[config.mk]
export PLATFORM = sky130hd
export DESIGN_NAME = alu_pipe
export DESIGN_NICKNAME = d
export VERILOG_FILES = /design/src/rtl/alu_pkg.sv /design/src/rtl/alu_mul_seq.sv /design/src/rtl/alu_pipe.sv
export SDC_FILE = /design/constraint.sdc
export NUM_CORES = 1
export LEC_CHECK = 0
export CAP_MARGIN = 20
export CORE_ASPECT_RATIO = 1.2
export CORE_MARGIN = 8
export CORE_UTILIZATION = 45
export CTS_BUF_LIST = sky130_fd_sc_hd__clkbuf_8
export DETAILED_ROUTE_END_ITERATION = 6
export HOLD_SLACK_MARGIN = 0.02
export PLACE_DENSITY = 0.76
export SYNTH_ARGS = -nofsm -noshare
export SYNTH_HDL_FRONTEND = slang
export SYNTH_HIERARCHICAL = 1
export SYNTH_SLANG_ARGS = --single-unit
[constraint.sdc]
create_clock -name clk -period 4.9 [get_ports clk]
set_input_delay 1.47 -clock clk [delete_from_list [all_inputs] [get_ports clk]]
set_output_delay 1.47 -clock clk [all_outputs]
set_load 0.05 [all_outputs]
[src/rtl/alu_pkg.sv]
// Shared types for the pipelined ALU: opcode and FSM encodings plus the flag bundle.
package alu_pkg;

    localparam int unsigned OPW = 3;

    typedef enum logic [OPW-1:0] {
        OP_ADD = 3'b000,
        OP_SUB = 3'b001,
        OP_AND = 3'b010,
        OP_OR  = 3'b011,
        OP_XOR = 3'b100,
        OP_SHL = 3'b101,
        OP_SHR = 3'b110,
        OP_MUL = 3'b111
    } alu_op_e;

    typedef enum logic {
        ST_IDLE = 1'b0,
        ST_BUSY = 1'b1
    } alu_state_e;

    typedef struct packed {
        logic carry;
        logic zero;
        logic negative;
        logic overflow;
    } alu_flags_t;

endpackage

[src/rtl/alu_mul_seq.sv]
// Iterative unsigned shift-add multiplier: one partial product per cycle, WIDTH cycles per op.
module alu_mul_seq #(
    parameter int unsigned WIDTH = 8
) (
    input  logic                 clk,
    input  logic                 rst_n,
    input  logic                 start,
    input  logic [WIDTH-1:0]     a,
    input  logic [WIDTH-1:0]     b,
    output logic                 busy,
    output logic                 done,
    output logic [2*WIDTH-1:0]   product
);

    localparam int unsigned PW = 2 * WIDTH;
    localparam int unsigned CW = $clog2(WIDTH);

    logic [PW-1:0]    acc_q;
    logic [PW-1:0]    mcand_q;
    logic [WIDTH-1:0] mplier_q;
    logic [CW-1:0]    cnt_q;
    logic             busy_q;
    logic [PW-1:0]    acc_next;

    // Running sum including the partial product of the current multiplier bit
    always_comb begin
        acc_next = acc_q + (mplier_q[0] ? mcand_q : '0);
    end

    always_ff @(posedge clk or negedge rst_n) begin
        if (!rst_n) begin
            acc_q    <= '0;
            mcand_q  <= '0;
            mplier_q <= '0;
            cnt_q    <= '0;
            busy_q   <= 1'b0;
        end else if (start && !busy_q) begin
            acc_q    <= '0;
            mcand_q  <= PW'(a);
            mplier_q <= b;
            cnt_q    <= CW'(WIDTH - 1);
            busy_q   <= 1'b1;
        end else if (busy_q) begin
            acc_q    <= acc_next;
            mcand_q  <= mcand_q << 1;
            mplier_q <= mplier_q >> 1;
            if (cnt_q == '0) begin
                busy_q <= 1'b0;
            end else begin
                cnt_q <= cnt_q - CW'(1);
            end
        end
    end

    // Final partial product is folded in combinationally so the top captures it on the last busy edge
    assign busy    = busy_q;
    assign done    = busy_q && (cnt_q == '0);
    assign product = acc_next;

endmodule

[src/rtl/alu_pipe.sv]
// Registered ALU with valid/ready handshakes; single-cycle logic/arith/shift ops and an iterative MUL.
module alu_pipe
    import alu_pkg::*;
#(
    parameter int unsigned WIDTH = 8
) (
    input  logic             clk,
    input  logic             rst_n,
    input  logic             in_valid,
    output logic             in_ready,
    input  logic [OPW-1:0]   opcode,
    input  logic [WIDTH-1:0] a,
    input  logic [WIDTH-1:0] b,
    input  logic             cin,
    output logic             out_valid,
    input  logic             out_ready,
    output logic [WIDTH-1:0] result,
    output logic [WIDTH-1:0] result_hi,
    output logic             carry,
    output logic             zero,
    output logic             negative,
    output logic             overflow
);

    localparam int unsigned SHW = $clog2(WIDTH);

    alu_state_e         state_q, state_d;
    alu_op_e            op_c;
    logic               accept_c;
    logic               is_mul_c;
    logic               mul_busy;
    logic               mul_done;
    logic [2*WIDTH-1:0] mul_product;

    logic               out_valid_q;
    logic [WIDTH-1:0]   result_q;
    logic [WIDTH-1:0]   result_hi_q;
    alu_flags_t         flags_q;

    logic [WIDTH-1:0]   res_c;
    alu_flags_t         flg_c;
    alu_flags_t         mul_flg_c;
    logic [WIDTH:0]     sum_c;
    logic [WIDTH:0]     diff_c;
    logic [WIDTH:0]     shl_c;
    logic [WIDTH:0]     shr_c;
    logic               shamt_big_c;

    assign op_c     = alu_op_e'(opcode);
    assign is_mul_c = (op_c == OP_MUL);
    assign in_ready = rst_n && (state_q == ST_IDLE) && !mul_busy && (!out_valid_q || out_ready);
    assign accept_c = in_valid && in_ready;

    alu_mul_seq #(.WIDTH(WIDTH)) u_mul (
        .clk     (clk),
        .rst_n   (rst_n),
        .start   (accept_c && is_mul_c),
        .a       (a),
        .b       (b),
        .busy    (mul_busy),
        .done    (mul_done),
        .product (mul_product)
    );

    always_ff @(posedge clk or negedge rst_n) begin
        if (!rst_n) begin
            state_q <= ST_IDLE;
        end else begin
            state_q <= state_d;
        end
    end

    always_comb begin
        state_d = state_q;
        case (state_q)
            ST_IDLE: if (accept_c && is_mul_c) state_d = ST_BUSY;
            ST_BUSY: if (mul_done)             state_d = ST_IDLE;
            default: state_d = ST_IDLE;
        endcase
    end

    // Carry/borrow and last-shifted-out bit fall out of one extra MSB/LSB on each path
    always_comb begin
        sum_c       = {1'b0, a} + {1'b0, b} + (WIDTH+1)'(cin);
        diff_c      = {1'b0, a} - {1'b0, b} - (WIDTH+1)'(cin);
        shl_c       = {1'b0, a} << b[SHW-1:0];
        shr_c       = {a, 1'b0} >> b[SHW-1:0];
        shamt_big_c = (b >= WIDTH'(WIDTH));
    end

    always_comb begin
        res_c = '0;
        flg_c = '0;
        case (op_c)
            OP_ADD: begin
                res_c          = sum_c[WIDTH-1:0];
                flg_c.carry    = sum_c[WIDTH];
                flg_c.overflow = (a[WIDTH-1] == b[WIDTH-1]) && (sum_c[WIDTH-1] != a[WIDTH-1]);
            end
            OP_SUB: begin
                res_c          = diff_c[WIDTH-1:0];
                flg_c.carry    = diff_c[WIDTH];
                flg_c.overflow = (a[WIDTH-1] != b[WIDTH-1]) && (diff_c[WIDTH-1] != a[WIDTH-1]);
            end
            OP_AND: res_c = a & b;
            OP_OR:  res_c = a | b;
            OP_XOR: res_c = a ^ b;
            OP_SHL: begin
                if (!shamt_big_c) begin
                    res_c       = shl_c[WIDTH-1:0];
                    flg_c.carry = shl_c[WIDTH];
                end
            end
            OP_SHR: begin
                if (!shamt_big_c) begin
                    res_c       = shr_c[WIDTH:1];
                    flg_c.carry = shr_c[0];
                end
            end
            default: res_c = '0;
        endcase
        flg_c.zero     = (res_c == '0);
        flg_c.negative = res_c[WIDTH-1];
    end

    always_comb begin
        mul_flg_c          = '0;
        mul_flg_c.carry    = |mul_product[2*WIDTH-1:WIDTH];
        mul_flg_c.zero     = (mul_product == '0);
        mul_flg_c.negative = mul_product[WIDTH-1];
    end

    // Output registers: a same-edge single-cycle accept keeps out_valid high with fresh data
    always_ff @(posedge clk or negedge rst_n) begin
        if (!rst_n) begin
            out_valid_q <= 1'b0;
            result_q    <= '0;
            result_hi_q <= '0;
            flags_q     <= '0;
        end else if (accept_c && !is_mul_c) begin
            out_valid_q <= 1'b1;
            result_q    <= res_c;
            result_hi_q <= '0;
            flags_q     <= flg_c;
        end else if (mul_done) begin
            out_valid_q <= 1'b1;
            result_q    <= mul_product[WIDTH-1:0];
            result_hi_q <= mul_product[2*WIDTH-1:WIDTH];
            flags_q     <= mul_flg_c;
        end else if (out_ready) begin
            out_valid_q <= 1'b0;
        end
    end

    assign out_valid = out_valid_q;
    assign result    = result_q;
    assign result_hi = result_hi_q;
    assign carry     = flags_q.carry;
    assign zero      = flags_q.zero;
    assign negative  = flags_q.negative;
    assign overflow  = flags_q.overflow;

endmodule

==> out/results.txt, run 1 <==
The count of maximum capacitance violations is 0. The tools report the count of routing violations after the opening detailed-route iteration as 369. The tools report the remaining global-route overflow as 0. The post-CTS resize count is 0. The min-delay analysis places its worst path in the category flop to flop. Routability-driven placement finished with a final weighted congestion of 0.962. Counting the fill cells in the layout gives 1149.

Of the total power, combinational logic draws 52.8%. The largest delay contributor family on the critical path is adder cells. Final hold analysis gives a worst-case slack of 0.473 ns. After clock tree synthesis, the clock-pin slew on the worst setup and hold paths is 0.07 ns. Mean number of vias per cell: 6.09. Counting instances in the post-synthesis netlist gives the leading cell types as dfrtp_1 (65), ha_1 (48), nand2_1 (48). The most numerous cell type found on the critical path is fa_1.

Final-report setup violation count: 0. The category of the worst setup path launch point was an input port. The initial antenna violation count is 0, and the top-area cell type share of the netlist area is 28.5%. Leading cell type by number of instances after synthesis: dfrtp_1. Once the floorplan was initialized, standard cells occupied 45.5% of the core.

The switching power was 0.00111 W; the minimum clock period after layout was 4.13 ns. On the worst path, the slowest cell contributes a delay of 0.54 ns. Once detailed placement completed, the half-perimeter wirelength came to 12000 microns. The tools report the CTS buffer count as 9. In this run the worst path has a maximum fanout of 5. Summing every instance area after synthesis gives 5720 sq um. Per report_power, the sequential group accounts for 31.3% of the total. The die is 139 microns tall.

The library cell with the largest summed area after synthesis was dfrtp_1. In this run the horizontal extent of the chip is 119 microns. The run gives 0.00139 W as the internal power. Clock tree synthesis selected as its root buffer the cell clkbuf_8. The number of nets in the synthesized netlist is 719. Summed over all cells, the static leakage comes to 2.73 nW.

In this run, synthesis inferred 0 flip-flops with an integrated enable. Global routing usage summed across all routing layers: 19.5%. The number of buffers between clock root and the deepest sink was 2.

The switching power share of the total works out to 44.4%. Entering global routing, the biggest net connects 69 pins. The run gives 6 as the number of detailed-route iterations in the first pass.

Yosys printed 6 warnings. The number of endpoints with negative hold slack in the final report came out at 0. Walking the worst path, the cells encountered are clkdlybuf4s50_1, inv_1, fa_1, fa_1, a21oi_1, o311ai_0, a211o_1, nor4_1, a41oi_1, nor2_1. In this run the remaining antenna-violating nets after routing total 0.

Counting flops with an async set or reset pin after synthesis yields a share of 100%. Final max-slew violation count: 0. Most common flop cell mapped by yosys: dfrtp_1.

The overall routed net length is 16300 microns, and the number of synthesized register bits is 65. After routing, the total negative slack on setup checks comes to 0 ns. Across all layers, the routed design uses 5146 vias. The post-synthesis area per instance was 8.90 sq um. For the via count of the first global-routing pass, the log shows 5089. The slowest stage of the critical path belongs to the cell clkdlybuf4s50_1. For the maximum VDD drop, the log shows 0.312 mV. At the later pin of the worst-skew pair, clock insertion delay measures 0.35 ns. Buffers added to address setup during post-CTS repair amount to 0. The number of buffers added to fix hold violations after cts came out at 0.

The synthesized instance count was 642; the count of buffering cells on the critical path with inverters included was 2. The number of antenna diodes in the final layout is 0. The global-route wire length before repair was 26400 microns. The worst setup path category was input port to flop.

After synthesis, the cell types taking the most area are dfrtp_1 (28%), ha_1 (11%), mux2i_1 (5.3%), a21oi_1 (3.9%), o21ai_0 (3.9%). The number of library cell types mapped by synthesis is 82, and the share of the clock period used by the worst path after layout is 84.3%. TritonCTS built the clock tree. The run finished with clean final reports. The count of standard-cell rows is 45, and the count of input and output buffers is 45.

The area added between synthesis and finish is 12.2%, and the slew at the pin with the worst max-slew slack is 1.03 ns. The sequential element share of the synthesized area is 28.5%. Arrival time reported for the critical path endpoint: 4.41 ns. The die covers 16600 sq um. The tools report the number of sinks driven by the clock tree as 65. Of the cells placed in the final design, the portion with a size suffix greater than 1 is 9.54%. The worst pin sits at a relative slew slack of 31.1%. The highest achievable clock rate is 242 MHz. The endpoint class of the critical path was a flop. Setup repair after global routing left no endpoint under its margin.

The run gives 5.18 ns as the required arrival time at the worst endpoint. The clock share of power came out at 15.9%. Dividing total power by cell area gives a power density of 389 nW/um^2. Across the routed clock network, the largest skew measured is 0.0138 ns.

Dividing the detail-routed wire length by the instance count gives 19.3 microns. The H-tree was split into 3 levels. The region available for standard cell placement spans 12600 sq um. The run gives 0 as the number of DRC violations after detailed routing.

The net count of the finished layout is 754. Pin placement for this block handled 46 I/O pins.
[logic make-up (layout without fill, tap and decap cells)]
logic type	Yosys count	count (layout)	share of synthesized area (%)
flip-flops	65	65	28.5
XOR/XNOR	22	22	3.37
AND/OR/NAND/NOR	189	189	17.2
buffers and inverters	80	119	7.36
multiplexers	41	41	8.80
AO/OA/AOI/OAI	192	192	22.5
adder cells (fa/ha/maj)	53	53	12.3
[worst reg2reg max path, stage by stage, from the launching register on]
cell and delay [ns]:
dfrtp_1 0.54, and2_1 0.26, ha_1 0.22, fa_1 0.40, a21o_1 0.22, a221oi_2 0.44, o21ai_2 0.15, o31ai_2 0.23
xnor2_1 0.15, or4_1 0.54, nor2_1 0.25, nand3_1 0.12, a21oi_1 0.22, o32ai_1 0.10, nor2_1 0.10
[area by class of cell]
cell class / instances / area (sq um) / share of cell area [%]
Tap cell: 164 / 205 / 3.20
Multi-Input combinational cell: 497 / 3670 / 57.3
Timing Repair Buffer: 63 / 591 / 9.21
Inverter: 41 / 154 / 2.40
Clock inverter: 5 / 25.0 / 0.390
Sequential cell: 65 / 1630 / 25.4
Clock buffer: 10 / 138 / 2.15
[path summary, 6_finish.rpt]
check / startpoint / end / slack [ns] / cells past startpoint
worst max register to register: u_mul/mplier_q[0]$_DFFE_PN0P_ / zero$_DFFE_PN0P_ / 0.89 / 14
min in group asynchronous: rst_n / u_mul/mcand_q[13]$_DFFE_PN0P_ / 1.37 / 2
max in group asynchronous: rst_n / u_mul/busy$_DFF_PN0_ / 2.93 / 2
worst min-delay path: u_mul/cnt_q[0]$_DFFE_PN0P_ / u_mul/cnt_q[0]$_DFFE_PN0P_ / 0.47 / 1
worst min register to register: u_mul/cnt_q[0]$_DFFE_PN0P_ / u_mul/cnt_q[0]$_DFFE_PN0P_ / 0.47 / 1
worst max-delay path: b[0] / zero$_DFFE_PN0P_ / 0.77 / 10
[state kept, by name, summed over array words and instances, names as in the netlist]
signal          cells
carry               1
out_valid           1
overflow            1
result              8
result_hi           8
state_q             1
u_mul/acc_q        16
u_mul/busy          1
u_mul/cnt_q         3
u_mul/mcand_q      16
u_mul/mplier_q      8
zero                1
[through the flow]
stage	std cells	util [%]	cell area, sq um	setup WS, ns	power (W)
6_report	845	51.1	6410	0.771	0.00249
5_1_grt	845	51.1	6410	0.521	0.00267
4_1_cts	845	51.1	6410	0.789	0.00250
3_5_place_dp	830	49.8	6250	0.420	0.00209
3_3_place_gp	830	49.8	6250	0.485	0.00205
2_1_floorplan	642	-	5720	1.01	0.00173
[power groups by stage]
stage | Sequential (W) | Combinational, W | Clock, W
after floorplan | 0.000872 | 0.000861 | 0
after global placement | 0.000782 | 0.00127 | 0
after detailed placement | 0.000788 | 0.00130 | 0
after CTS | 0.000781 | 0.00131 | 0.000407
after global routing | 0.000798 | 0.00144 | 0.000429
final | 0.000781 | 0.00132 | 0.000396
[per-layer routing]
| layer | track usage, % | up-vias | routed length, microns |
|---|---|---|---|
| met1 | 22.8 | 2491 | 6680 |
| li1 | - | 2399 | - |
| met3 | 3.48 | 45 | 853 |
| met4 | 9.27 | 0 | 605 |
| met5 | 0 | - | 0 |
| met2 | 33.7 | 211 | 8140 |
[cell usage in the layout, fill, tap and decap left out, types with 3 or more instances in the layout]
master           count
nor4_1               4
inv_1               43
xnor2_1             12
o211ai_1             5
nor3b_1              5
a22oi_1              5
nand2_1             48
mux4_2               4
mux2i_1             30
nor3_1               9
a211oi_1            13
nand4_1              4
o221ai_1             3
a31oi_1              7
a21o_1               5
o31ai_1              4
and2_1              16
o21ai_0             45
nor2_1              41
clkbuf_8            10
a21oi_1             45
nand3_1             11
clkdlybuf4s50_1     43
o32ai_1              3
nand2b_1            10
or3_1                3
o21ai_1              4
buf_4               18
ha_1                48
or2_2                3
dfrtp_1             64
a22o_1              16
nor2b_1             13
xor2_1              10
o22ai_1              6
fa_1                 5
and3b_1              3
Note: power is estimated with default switching activity, not from simulation.
==> inputs of run 2 (changes only) <==
==> constraint.sdc (replaced) <==
create_clock -name clk -period 4.17 [get_ports clk]
set_input_delay 1.251 -clock clk [delete_from_list [all_inputs] [get_ports clk]]
set_output_delay 1.251 -clock clk [all_outputs]
set_load 0.05 [all_outputs]
==> run 2 against run 1 <==
Net effect:
- critical path depth increased by 4
- non-clock buffer count is 21 higher
- sequential cell count unchanged
- largest power group unchanged
==> out/results.txt, run 2 (synthesized netlist as in run 1, its figures left out) <==
STA classifies the critical path endpoint as a flop. The total power per unit cell area works out to 451 nW/um^2 (+16%). The internal power came out at 0.00165 W (+19%). The most common library cell in the layout ignoring fill and taps was dfrtp_1.

Setup repair after global routing left no endpoint under its margin. The maximum VDD drop came out at 0.383 mV (+23%). The layout cell share with drive strength beyond 1 came out at 12.3% (+2.7 points). The run gives 0.951 (-1.1%) as the routability congestion estimate from global placement. The startpoint identified for the worst hold timing path is u_mul/cnt_q[0]$_DFFE_PN0P_. The tools report the startpoint of the worst setup timing path as u_mul/mplier_q[0]$_DFFE_PN0P_.

The logs give 775 (+2.8%) for the post-layout net count and 0 (unchanged) for the final-report setup violation count. The slew at the pin with the worst max-slew slack came out at 0.818 ns (-0.216 ns). For the overall routed net length, the log shows 16400 microns (+0.78%).

The worst hold path belongs to the class flop to flop. The tools report the half-perimeter wire length of the detailed placement result as 12500 microns (+4.2%). Leaving out fill and tap cells, the most frequent cells in the layout are dfrtp_1 (64), nand2_1 (48), ha_1 (48). The maximum net fanout on the critical path is 6 (+1). TritonCTS built the clock tree. For the number of buffers added to fix hold violations after cts, the log shows 0 (unchanged). Highest achievable clock rate: 257 MHz.

The count of pins on the block boundary is 46 (unchanged), and the number of sinks driven by the clock tree is 65 (unchanged). The relative max-transition margin was 45.5% (+14 points). The share of the clock period used by the worst path after layout came out at 93.2%.

Maximum level of the CTS H-tree: 3 (unchanged). The count of input and output buffers works out to 45 (unchanged). The sequential group share of total power is 30.7% (-0.6 points). Count of maximum capacitance violations: 0 (unchanged). The tools report the sum of internal, switching and leakage power as 0.00296 W (+19%). The latest clock arrival within the worst-skew pair was 0.34 ns (about the same).

The die height was 139 microns (unchanged); the remaining global-route overflow was 0 (unchanged). For the total inserted antenna cells, the log shows 0 (unchanged). The largest registers in the layout are u_mul/acc_q x16, u_mul/mcand_q x16. The run gives 53.7% (+0.9 points) as the combinational share of power. The standard cell core area came out at 12600 sq um (unchanged). The tree is rooted in a clkbuf_8. The number of buffers between clock root and the deepest sink was 2 (unchanged); the global routing usage summed across all routing layers was 19.9% (+0.37 points). The number of DRC violations after detailed routing was 0 (unchanged); the area added between synthesis and finish was 14.9%.

The arrival time reported for the critical path endpoint was 4.16 ns (-0.25 ns). The clock slew at the register clock pins of the worst setup and hold paths came out at 0.07 ns (about the same). For the finished layout, the period the worst path requires is 3.89 ns. The logs give 866 (+2.5%) for the number of non-filler instances in the completed layout and 0 (unchanged) for the initial antenna violation count.

Number of detailed-route iterations in the first pass: 5 (-1). The worst register-to-register path begins at u_mul/mplier_q[0]$_DFFE_PN0P_. CTS buffer count: 9 (unchanged). Number of buffers inserted by post-CTS setup repair: 0 (unchanged). The routed length per placed instance works out to 18.9 microns (-1.7%).

The flow ran to the end, and the final reports show no timing, DRC or antenna violations. The number of nets still failing antenna checks after routing is 0 (unchanged). The die span in x came out at 119 microns (unchanged). The post-CTS resize count came out at 0 (unchanged). For the number of endpoints with negative hold slack in the final report, the log shows 0 (unchanged). The run gives 16600 sq um (unchanged) as the total die area. The switching power share of the total came out at 44.4% (about the same).

The worst setup path category was flop to flop. The tools report the clock share of power as 15.6% (-0.3 points). The category of the worst setup path launch point was a flop.

The cell total after placement is 851 (+2.5%). For the final cell area excluding filler cells, the log shows 6570 sq um (+2.5%). The post-place instance area is 6410 sq um (+2.5%), and the initial cell density of the core is 45.5% (unchanged). The tools report the via count of the first global-routing pass as 5115 (+0.51%).

The tools report the via count of the routed design as 5134 (-0.23%). For the number of fill cells, the log shows 1141 (-0.70%). The tools report the final max-slew violation count as 0 (unchanged). The count of standard-cell rows is 45 (unchanged), and the worst hold slack after final layout is 0.470 ns (-0.00300 ns). Switching power: 0.00132 W (+19%). The run gives 0 ns (unchanged) as the final sum of negative setup slack. For the count of routing violations after the opening detailed-route iteration, the log shows 358 (-3.0%).

The tools report the final worst clock skew as 0.00488 ns (-0.00890 ns). The required arrival time at the worst endpoint came out at 4.44 ns (-0.74 ns). Static leakage: 2.83 nW (+3.8%). The global-route wire length before repair is 26700 microns (+1.1%), and the mean number of vias per cell is 5.93 (-2.7%). The pin count of the biggest net entering global routing was 66 (-4.3%).
## run 2: through the flow
| stage | utilization [%] | setup slack [ns] |
|---|---|---|
| after floorplan | - | 0.584 |
| after global placement | 51.0 | 0.0220 |
| after detailed placement | 51.0 | 0.00594 |
| after CTS | 52.3 | 0.333 |
| after global routing | 52.3 | 0.0831 |
| final | 52.3 | 0.284 |
## run 2: area by class of cell
type                            instances  area, sq um  share of cell area (%)
Inverter                               41          154                    2.34
Timing Repair Buffer                   84          748                    11.4
Sequential cell                        65         1630                    24.8
Multi-Input combinational cell        497         3670                    55.9
Clock buffer                           10          138                    2.10
Clock inverter                          5         25.0                   0.381
Tap cell                              164          205                    3.12
## run 2: path summary, 6_finish.rpt
check / endpoint / slack [ns] / cells past startpoint
max in group asynchronous: u_mul/busy$_DFF_PN0_ / 2.42 / 2
max reg2reg: zero$_DFFE_PN0P_ / 0.28 / 14
min reg2reg: u_mul/cnt_q[0]$_DFFE_PN0P_ / 0.47 / 1
max: zero$_DFFE_PN0P_ / 0.28 / 14
min in group asynchronous: u_mul/cnt_q[2]$_DFFE_PN0P_ / 1.16 / 2
min: u_mul/cnt_q[0]$_DFFE_PN0P_ / 0.47 / 1
## run 2: metal layers
| metal | GRT usage (%) | part of all wire, % | vias up |
|---|---|---|---|
| met1 | 23.0 | 40 | 2474 |
| met3 | 3.64 | 4.5 | 51 |
| met5 | 0 | 0 | - |
| li1 | - | - | 2442 |
| met2 | 34.1 | 50 | 167 |
| met4 | 10.7 | 5.1 | 0 |
## run 2: critical path: stages, from the launching register on
cell	delay [ns]
dfrtp_1	0.44
and2_1	0.21
ha_1	0.22
fa_1	0.41
a21o_1	0.23
a221oi_2	0.46
o41ai_2	0.18
a31oi_1	0.23
xnor2_1	0.11
or4_1	0.55
nor2_1	0.23
nand3_1	0.11
a21oi_1	0.22
o32ai_1	0.10
nor2_1	0.12
## run 2: power by group through the flow
stage / sequential, W / clock (W) / combinational [W]
after detailed placement: 0.000918 / 0 / 0.00156
after floorplan: 0.00102 / 0 / 0.00101
after CTS: 0.000909 / 0.000471 / 0.00158
after global placement: 0.000913 / 0 / 0.00152
final: 0.000911 / 0.000462 / 0.00159
after global routing: 0.000930 / 0.000499 / 0.00174
